## config.mk

```make
export PLATFORM = sky130hd
export DESIGN_NAME = multicycle_controller
export DESIGN_NICKNAME = d
export VERILOG_FILES = /design/src/rtl/multicycle_controller.sv
export SDC_FILE = /design/constraint.sdc
export NUM_CORES = 1
export LEC_CHECK = 0
export CAP_MARGIN = 20
export CORE_AREA = 3 3 40 42
export DETAILED_ROUTE_END_ITERATION = 16
export DIE_AREA = 0 0 43 45
export DONT_BUFFER_PORTS = 1
export GPL_TIMING_DRIVEN = 0
export PLACE_DENSITY = 0.76
export SETUP_SLACK_MARGIN = 0.15
export SKIP_CTS_REPAIR_TIMING = 1
export SYNTH_ARGS = -nofsm -noshare
export SYNTH_HDL_FRONTEND = slang
export SYNTH_SLANG_ARGS = --single-unit
```

## constraint.sdc

```tcl
create_clock -name clk -period 2.6 [get_ports clk]
set_input_delay 0.65 -clock clk [delete_from_list [all_inputs] [get_ports clk]]
set_output_delay 0.65 -clock clk [all_outputs]
set_load 0.02 [all_outputs]
```

## src/rtl/multicycle_controller.sv

```systemverilog
// ---------------------------------------------------------------------------
// multicycle_controller
//
// Moore-style control unit for a non-pipelined RV32I datapath that uses one
// shared memory for instructions and data. It supports lw, sw, R-type,
// I-type ALU, beq, an optional bne, and jal. Each instruction takes 3-5 cycles.
// Memory states can optionally stall on MemReady. Unsupported encodings
// are flagged in DECODE.
//
// Parameters
//   MEM_HANDSHAKE  1: FETCH/MEMREAD/MEMWRITE wait for MemReady
//                  0: MemReady ignored, those states last one cycle
//   BNE_EN         1: branch funct3=001 decodes as bne; 0: only beq legal
//
// Ports
//   clk, reset        rising-edge clock, synchronous active-high reset
//   op, funct3,
//   funct7b5          instruction fields from the IR
//   Zero              ALU zero flag
//   MemReady          memory access completes this cycle
//   MemReq, MemWrite  memory request / write strobe
//   PCWrite, IRWrite,
//   RegWrite          architectural write enables
//   AdrSrc, ResultSrc,
//   ALUSrcA, ALUSrcB,
//   ImmSrc, ALUControl  datapath mux and ALU controls
//   Illegal           unsupported opcode/funct3 seen in DECODE
//   State             current state encoding (debug)
//
// Handshake: a memory access in FETCH/MEMREAD/MEMWRITE completes in a
// cycle when ready is high. ready equals MemReady when MEM_HANDSHAKE is set,
// and is always 1 otherwise. The FSM holds its state while ready is low.
// MemReq stays high for the whole state.
// ---------------------------------------------------------------------------
module multicycle_controller #(
    parameter bit MEM_HANDSHAKE = 1'b1,
    parameter bit BNE_EN        = 1'b1
) (
    input  logic       clk,
    input  logic       reset,
    input  logic [6:0] op,
    input  logic [2:0] funct3,
    input  logic       funct7b5,
    input  logic       Zero,
    input  logic       MemReady,
    output logic       MemReq,
    output logic       PCWrite,
    output logic       AdrSrc,
    output logic       MemWrite,
    output logic       IRWrite,
    output logic       RegWrite,
    output logic [1:0] ResultSrc,
    output logic [1:0] ALUSrcA,
    output logic [1:0] ALUSrcB,
    output logic [1:0] ImmSrc,
    output logic [2:0] ALUControl,
    output logic       Illegal,
    output logic [3:0] State
);

    typedef enum logic [3:0] {
        S_FETCH    = 4'd0,
        S_DECODE   = 4'd1,
        S_MEMADR   = 4'd2,
        S_MEMREAD  = 4'd3,
        S_MEMWB    = 4'd4,
        S_MEMWRITE = 4'd5,
        S_EXECR    = 4'd6,
        S_EXECI    = 4'd7,
        S_ALUWB    = 4'd8,
        S_BRANCH   = 4'd9,
        S_JAL      = 4'd10
    } state_t;

    localparam logic [6:0] OP_LW    = 7'b0000011;
    localparam logic [6:0] OP_SW    = 7'b0100011;
    localparam logic [6:0] OP_RTYPE = 7'b0110011;
    localparam logic [6:0] OP_ITYPE = 7'b0010011;
    localparam logic [6:0] OP_BR    = 7'b1100011;
    localparam logic [6:0] OP_JAL   = 7'b1101111;

    state_t     state_q;
    state_t     dec_state;
    logic       ready;
    logic       take;
    logic       br_legal;
    logic       pc_update;
    logic       branch;
    logic [1:0] alu_op;
    logic       memreq_d;
    logic       memwrite_d;
    logic       irwrite_d;
    logic       regwrite_d;

    assign ready = MEM_HANDSHAKE ? MemReady : 1'b1;
    assign State = state_q;

    // Branch funct3 values this build can execute.
    assign br_legal = (funct3 == 3'b000) || ((funct3 == 3'b001) && BNE_EN);

    always_comb begin
        take = 1'b0;
        if (funct3 == 3'b000)
            take = Zero;
        else if ((funct3 == 3'b001) && BNE_EN)
            take = ~Zero;
    end

    // ------------------------------------------------------------------
    // State register
    // ------------------------------------------------------------------
    always_ff @(posedge clk) begin
        if (reset) begin
            state_q <= S_FETCH;
        end else begin
            case (state_q)
                S_FETCH:    if (ready) state_q <= S_DECODE;
                S_DECODE: begin
                    case (op)
                        OP_LW, OP_SW: state_q <= S_MEMADR;
                        OP_RTYPE:     state_q <= S_EXECR;
                        OP_ITYPE:     state_q <= S_EXECI;
                        OP_BR:        state_q <= S_BRANCH;
                        OP_JAL:       state_q <= S_JAL;
                        default:      state_q <= S_FETCH;
                    endcase
                end
                S_MEMADR:   state_q <= (op == OP_LW) ? S_MEMREAD : S_MEMWRITE;
                S_MEMREAD:  if (ready) state_q <= S_MEMWB;
                S_MEMWRITE: if (ready) state_q <= S_FETCH;
                S_EXECR:    state_q <= S_ALUWB;
                S_EXECI:    state_q <= S_ALUWB;
                S_JAL:      state_q <= S_ALUWB;
                S_MEMWB:    state_q <= S_FETCH;
                S_ALUWB:    state_q <= S_FETCH;
                S_BRANCH:   state_q <= S_FETCH;
                default:    state_q <= S_FETCH;
            endcase
        end
    end

    // ------------------------------------------------------------------
    // Per-state outputs. While reset is high the FETCH decode is shown,
    // so the datapath muxes settle to their fetch settings. All strobes
    // are then gated off below.
    // ------------------------------------------------------------------
    always_comb begin
        dec_state  = reset ? S_FETCH : state_q;
        memreq_d   = 1'b0;
        memwrite_d = 1'b0;
        irwrite_d  = 1'b0;
        regwrite_d = 1'b0;
        pc_update  = 1'b0;
        branch     = 1'b0;
        AdrSrc     = 1'b0;
        ResultSrc  = 2'b00;
        ALUSrcA    = 2'b00;
        ALUSrcB    = 2'b00;
        alu_op     = 2'b00;
        Illegal    = 1'b0;
        case (dec_state)
            S_FETCH: begin
                memreq_d  = 1'b1;
                irwrite_d = ready;
                pc_update = ready;
                ALUSrcB   = 2'b10;
                ResultSrc = 2'b10;
            end
            S_DECODE: begin
                ALUSrcA = 2'b01;
                ALUSrcB = 2'b01;
                case (op)
                    OP_LW, OP_SW, OP_RTYPE, OP_ITYPE, OP_JAL: Illegal = 1'b0;
                    OP_BR:   Illegal = ~br_legal;
                    default: Illegal = 1'b1;
                endcase
            end
            S_MEMADR: begin
                ALUSrcA = 2'b10;
                ALUSrcB = 2'b01;
            end
            S_MEMREAD: begin
                memreq_d = 1'b1;
                AdrSrc   = 1'b1;
            end
            S_MEMWB: begin
                ResultSrc  = 2'b01;
                regwrite_d = 1'b1;
            end
            S_MEMWRITE: begin
                memreq_d   = 1'b1;
                AdrSrc     = 1'b1;
                memwrite_d = 1'b1;
            end
            S_EXECR: begin
                ALUSrcA = 2'b10;
                alu_op  = 2'b10;
            end
            S_EXECI: begin
                ALUSrcA = 2'b10;
                ALUSrcB = 2'b01;
                alu_op  = 2'b10;
            end
            S_ALUWB: begin
                regwrite_d = 1'b1;
            end
            S_BRANCH: begin
                ALUSrcA = 2'b10;
                alu_op  = 2'b01;
                branch  = 1'b1;
            end
            S_JAL: begin
                ALUSrcA   = 2'b01;
                ALUSrcB   = 2'b10;
                pc_update = 1'b1;
            end
            default: begin
            end
        endcase
    end

    // Illegal branches reach BRANCH with take=0, so no PC write occurs.
    assign MemReq   = memreq_d   & ~reset;
    assign MemWrite = memwrite_d & ~reset;
    assign IRWrite  = irwrite_d  & ~reset;
    assign RegWrite = regwrite_d & ~reset;
    assign PCWrite  = (pc_update | (branch & take)) & ~reset;

    // ------------------------------------------------------------------
    // Immediate format, from opcode alone
    // ------------------------------------------------------------------
    always_comb begin
        case (op)
            OP_SW:   ImmSrc = 2'b01;
            OP_BR:   ImmSrc = 2'b10;
            OP_JAL:  ImmSrc = 2'b11;
            default: ImmSrc = 2'b00;
        endcase
    end

    // ------------------------------------------------------------------
    // ALU decoder. sub is selected only for R-type (op[5]=1) with
    // funct7b5 set. For I-type, bit 30 belongs to the immediate.
    // ------------------------------------------------------------------
    always_comb begin
        ALUControl = 3'b000;
        case (alu_op)
            2'b00: ALUControl = 3'b000;
            2'b01: ALUControl = 3'b001;
            2'b10: begin
                case (funct3)
                    3'b000:  ALUControl = (op[5] & funct7b5) ? 3'b001 : 3'b000;
                    3'b010:  ALUControl = 3'b101;
                    3'b110:  ALUControl = 3'b011;
                    3'b111:  ALUControl = 3'b010;
                    default: ALUControl = 3'b000;
                endcase
            end
            default: ALUControl = 3'b000;
        endcase
    end

endmodule
```

Yosys cells after proc, flatten, opt, wreduce, memory -nomap -nowiden
Cells that the tools add are included.
{"block": "op_classes", "n_reduce_logical": 16, "mux": 26, "eq_ne": 32, "n_bitwise": 11}
{"cell": "4-bit by 3-bit == test with 1-bit output (second input constant)", "n": 7}
{"cell": "4-bit one-hot mux with 6 select lines", "n": 1}
{"cell": "4-bit one-hot mux with 5 select lines", "n": 1}
{"cell": "4-bit by 2-bit == test with 1-bit output (second input constant)", "n": 4}
{"cell": "4-bit == test (second input constant)", "n": 4}
{"cell": "4-bit 2-to-1 mux", "n": 4}
{"cell": "2-bit one-hot mux with 2 select lines", "n": 4}
{"cell": "7-bit by 6-bit == test with 1-bit output (second input constant)", "n": 2}
{"cell": "7-bit == test (second input constant)", "n": 2}
{"cell": "3-bit one-hot mux with 4 select lines", "n": 1}
{"cell": "2-bit OR reduction", "n": 6}
{"cell": "1-bit 2-to-1 mux", "n": 10}
{"cell": "3-bit OR reduction", "n": 3}
{"cell": "4-bit by 1-bit == test with 1-bit output (second input constant)", "n": 2}
{"cell": "4-bit logical NOT", "n": 2}
{"cell": "1-bit bitwise AND", "n": 7}
{"cell": "7-bit by 2-bit == test with 1-bit output (second input constant)", "n": 1}
{"cell": "7-bit by 5-bit == test with 1-bit output (second input constant)", "n": 1}
{"cell": "3-bit == test (second input constant)", "n": 2}
{"cell": "2-bit inequality test (second input constant)", "n": 3}
{"cell": "2-bit one-hot mux with 3 select lines", "n": 1}
{"cell": "3-bit one-hot mux with 2 select lines", "n": 1}
{"cell": "5-bit OR reduction", "n": 1}
{"cell": "1-bit one-hot mux with 2 select lines", "n": 2}
{"cell": "other kinds (11)", "n": 13}
{"block": "totals", "wordCells": 86, "register_bits": 4}

Longest topological paths before layout
{"block": "logic_depth", "depth_word": 6, "depth_mapped": 7, "ltp_nobuf": 6}

Worst setup path before layout
Ideal clock, no wire load.
{"block": "synth_timing", "kind": "input to output", "start": "in op[3]", "end": "out ImmSrc[0]", "n_path_buf": 0, "path_slack_ns": -0.194, "arrival_time_ns": 2.144, "stages": 2, "cell_sequence": "or3_1 > a2111oi_0"}
{"block": "synth_between", "elab_chain_cells": 2}
{"item": "start: declaration", "line": "41", "source": "input logic [6:0] op,"}
{"item": "7-bit == test or 7-bit by 6-bit == test with 1-bit output (tied branches)", "line": "233", "source": "case (op)"}
{"item": "2-bit one-hot mux with 3 select lines *", "line": "233"}
{"item": "end: declaration", "line": "55", "source": "output logic [1:0] ImmSrc,"}
Mark *: on every way between the ends. The rest lies on a longest branch, timed or not.

Worst setup path after layout
{"block": "layout_timing", "start": "reg state_q[3], in the netlist State[3]", "end": "out ALUControl[2]"}
{"block": "layout_between", "elab_chain_cells": 6}
{"item": "start: declaration", "line": "82", "source": "state_t state_q;"}
{"item": "start signal: assignment", "line": "128", "source": "S_MEMADR: state_q <= (op == OP_LW) ? S_MEMREAD : S_MEMWRITE;"}
{"item": "4-bit 2-to-1 mux *", "line": "148", "source": "dec_state = reset ? S_FETCH : state_q;"}
{"item": "4-bit by 3-bit == test with 1-bit output", "line": "161", "source": "case (dec_state)"}
{"item": "2-bit OR reduction (no source line)"}
{"item": "2-bit one-hot mux with 2 select lines *", "line": "161"}
{"item": "2-bit == test or 2-bit by 1-bit == test with 1-bit output (tied branches)", "line": "247", "source": "case (alu_op)"}
{"item": "3-bit one-hot mux with 2 select lines *", "line": "247"}
{"item": "end: declaration", "line": "56", "source": "output logic [2:0] ALUControl,"}
Marks and branches as above.

==> flow_metrics.py <==
metrics = {
    "critical_path": {
        "critPathBufInv": 1,
        "crit_type": "flip-flop to output pin",
        "path_cells": "buf_4, nor2_4, and3_4, ha_4, nor4_4",
        "r2r_end": "State[3]",
        "r2r_start": "State[0]",
        "crit_family": "simple AND/OR/NAND/NOR gates",
        "r2r.worst_path.cells": 4,
        "critPathArrivalTime_ns": 1.81,
        "slowest_stage": "nor4_4",
        "crit_path_end_kind": "output pin",
        "critPathMaxFanout": 10,
        "required_ns": 1.95,
        "crit_path_start_kind": "flip-flop",
        "slowest_delay_ns": 0.43,
        "reg2reg_setup_slack_ns": 1.13,
    },
    "floorplanning": {
        "die_w_um": 43,
        "core.rowCount": 13,
        "core_area_um2": 1280,
        "fp.dieArea_um2": 1940,
        "io_pins": 37,
        "die_h_um": 45,
        "start_util_pct": 60.6,
    },
    "run_status": {
        "outcome": "complete, no violations",
    },
    "pwr": {
        "power_uw": 254,
        "p_per_area_nw_per_um2": 266,
        "ir_drop_uv": 224,
        "p_leak_nw": 0.346,
    },
    "sta": {
        "tightestPinTransition_ns": 0.636,
        "setup_ws_ns": 0.138,
        "finalCriticalPeriod_ns": 2.46,
        "period_share_pct": 94.7,
        "setup_violations": 0,
        "slew_viol_final": 0,
        "clock_skew_ns": 0.000767,
        "hold_ws_ns": 0.564,
        "slew_headroom_pct": 57.5,
        "max_freq_mhz": 406,
        "hold_violations": 0,
        "setup_tns_ns": 0,
        "rsz0062_at_grt": "yes",
    },
    "synthesis": {
        "synth_common_cells": "nor2_1 (13), nand2_1 (7), inv_1 (6)",
        "synthesis.area_um2": 778,
        "yosysMostFrequentCell": "nor2_1",
        "async_flop_share_pct": 0,
        "yosys_register_bits": 4,
        "synth_top_family_by_area": "simple AND/OR/NAND/NOR gates",
        "synth_area_per_cell_um2": 7.14,
        "yosys.area.top_type_share_pct": 10.3,
        "yosysWarnings": 0,
        "synth_top_area_cell": "dfxtp_1",
        "syn-instance-count": 109,
        "syn-num-nets": 126,
        "synthXorXnorAreaFrac_pct": 5.63,
        "synth_compound_area_share_pct": 24.1,
        "ys_top_cells_by_area": "dfxtp_1 (10%), nor2_1 (6.3%), nand2_1 (3.4%), xnor2_1 (3.4%), and3_1 (3.2%)",
        "ys_types": 47,
        "synth_simple_gate_area_share_pct": 46.8,
        "synth_edf_count": 0,
        "synthMuxAreaShare_pct": 0,
        "yosysSeqAreaShare_pct": 10.3,
        "yosys.area_share.adder_pct": 3.22,
        "ys_dominant_reg_cell": "dfxtp_1",
    },
    "hold_path": {
        "hold_end": "State[1]",
        "hp-class": "primary input to flip-flop",
        "hold-path-cell-count": 2,
        "hold_start": "op[0]",
    },
    "routing": {
        "vias_per_cell": 6.71,
        "drc_errors": 0,
        "drtIter0Drc": 17,
        "first_pass_iters": 4,
        "routed_wl_mm": 2.28,
        "wl_per_cell_um": 17.8,
        "via_count": 859,
        "antenna_left": 0,
    },
    "layout": {
        "fin_area_um2": 955,
        "layout.nets": 132,
        "n_fill_cell": 101,
        "area_growth_pct": 22.7,
        "drive_gt1_share_pct": 31.9,
        "largest_reg_flops": 4,
        "diodes": 0,
    },
    "clock_tree": {
        "cts_buffers": 3,
        "root_buffer": "clkbuf_4",
        "clock_sinks": 4,
        "cts_tree": "yes",
        "cts.path.max_buffers": 2,
        "clk_latency_ns": 0.24,
        "path_clk_slew_ns": 0.04,
        "cts.htree.levels": 1,
    },
    "grt": {
        "grt.overflow.total": 0,
        "antenna_found_initial": 0,
        "grt_util_all_layers_pct": 22.2,
        "grt_pass1_vias": 775,
        "grt_max_degree": 11,
        "grt_pass1_wl_mm": 3.29,
    },
    "placement": {
        "place_ws_ns": 0.0272,
        "place_area_um2": 820,
        "portBuffers": 0,
        "post-dp-hpwl_mm": 1.56,
        "gp_congestion": 0.788,
    },
    "flow_run": {
        "max_cap_viol_count": 0,
    },
}
==> placed cells by master (no fill, tap or decap), types with 4 or more instances in the layout <==
cell type	count
nor2_1	11
nand2_1	7
inv_1	6
buf_4	4
o21ai_0	4
==> worst reg2reg max path, cell delays in order, from the launching register on <==
cell and delay [ns]:
dfxtp_1 0.47, buf_4 0.22, nand2_1 0.10, or3b_1 0.37, a221oi_2 0.22
==> where the power goes <==
group | total, mW | switching [mW] | internal, mW | leakage, nW
registers | 0.0666 | 0.00542 | 0.0612 | 0.0349
clock network | 0.0836 | 0.0315 | 0.0520 | 0.0138
logic | 0.103 | 0.0652 | 0.0382 | 0.297
total | 0.254 | 0.102 | 0.151 | 0.346
==> how the worst max path moves through the flow <==
| stage | from | endpoint | slack (ns) | cells after the start |
|---|---|---|---|---|
| after floorplan | op[3] | ImmSrc[0] | 0.07 | 2 |
| after global placement | op[3] | ImmSrc[0] | 0.02 | 2 |
| after detailed placement | op[3] | ImmSrc[0] | 0.03 | 2 |
| after CTS | State[3] | ALUControl[2] | -0.22 | 5 |
| after global routing | State[3] | ALUControl[2] | 0.06 | 5 |
| final | State[3] | ALUControl[2] | 0.14 | 5 |
==> through the flow <==
step | std cells | utilization, %
2_1_floorplan | 109 | -
3_3_place_gp | 124 | 63.8
3_5_place_dp | 124 | 63.8
4_1_cts | 127 | 65.5
5_1_grt | 128 | 74.3
6_report | 128 | 74.3
==> layout make-up <==
class / count / area, µm² / share of cell area (%)
well taps: 15 / 18.8 / 1.97
clock buffers: 3 / 22.5 / 2.36
plain buffers: 8 / 66.3 / 6.95
flip-flops and latches: 4 / 91.3 / 9.57
inverters: 6 / 22.5 / 2.36
multi-input cells: 91 / 726 / 76.0
repair buffers: 1 / 7.51 / 0.786
==> metal layers <==
layer | part of all wire, % | track usage [%] | up-vias
met2 | 50 | 39.5 | 39
li1 | - | - | 409
met3 | 9.0 | 9.96 | 4
met1 | 40 | 24.9 | 407
met5 | 0 | 0 | -
met4 | 1.1 | 3.61 | 0
==> cells by family after synthesis <==
group | count (synthesis)
xor+xnor | 5
fa+ha+maj | 2
buf+inv | 14
flops | 4
compound gates | 26
simple gates | 58
Power figures use the tool's default switching activity.
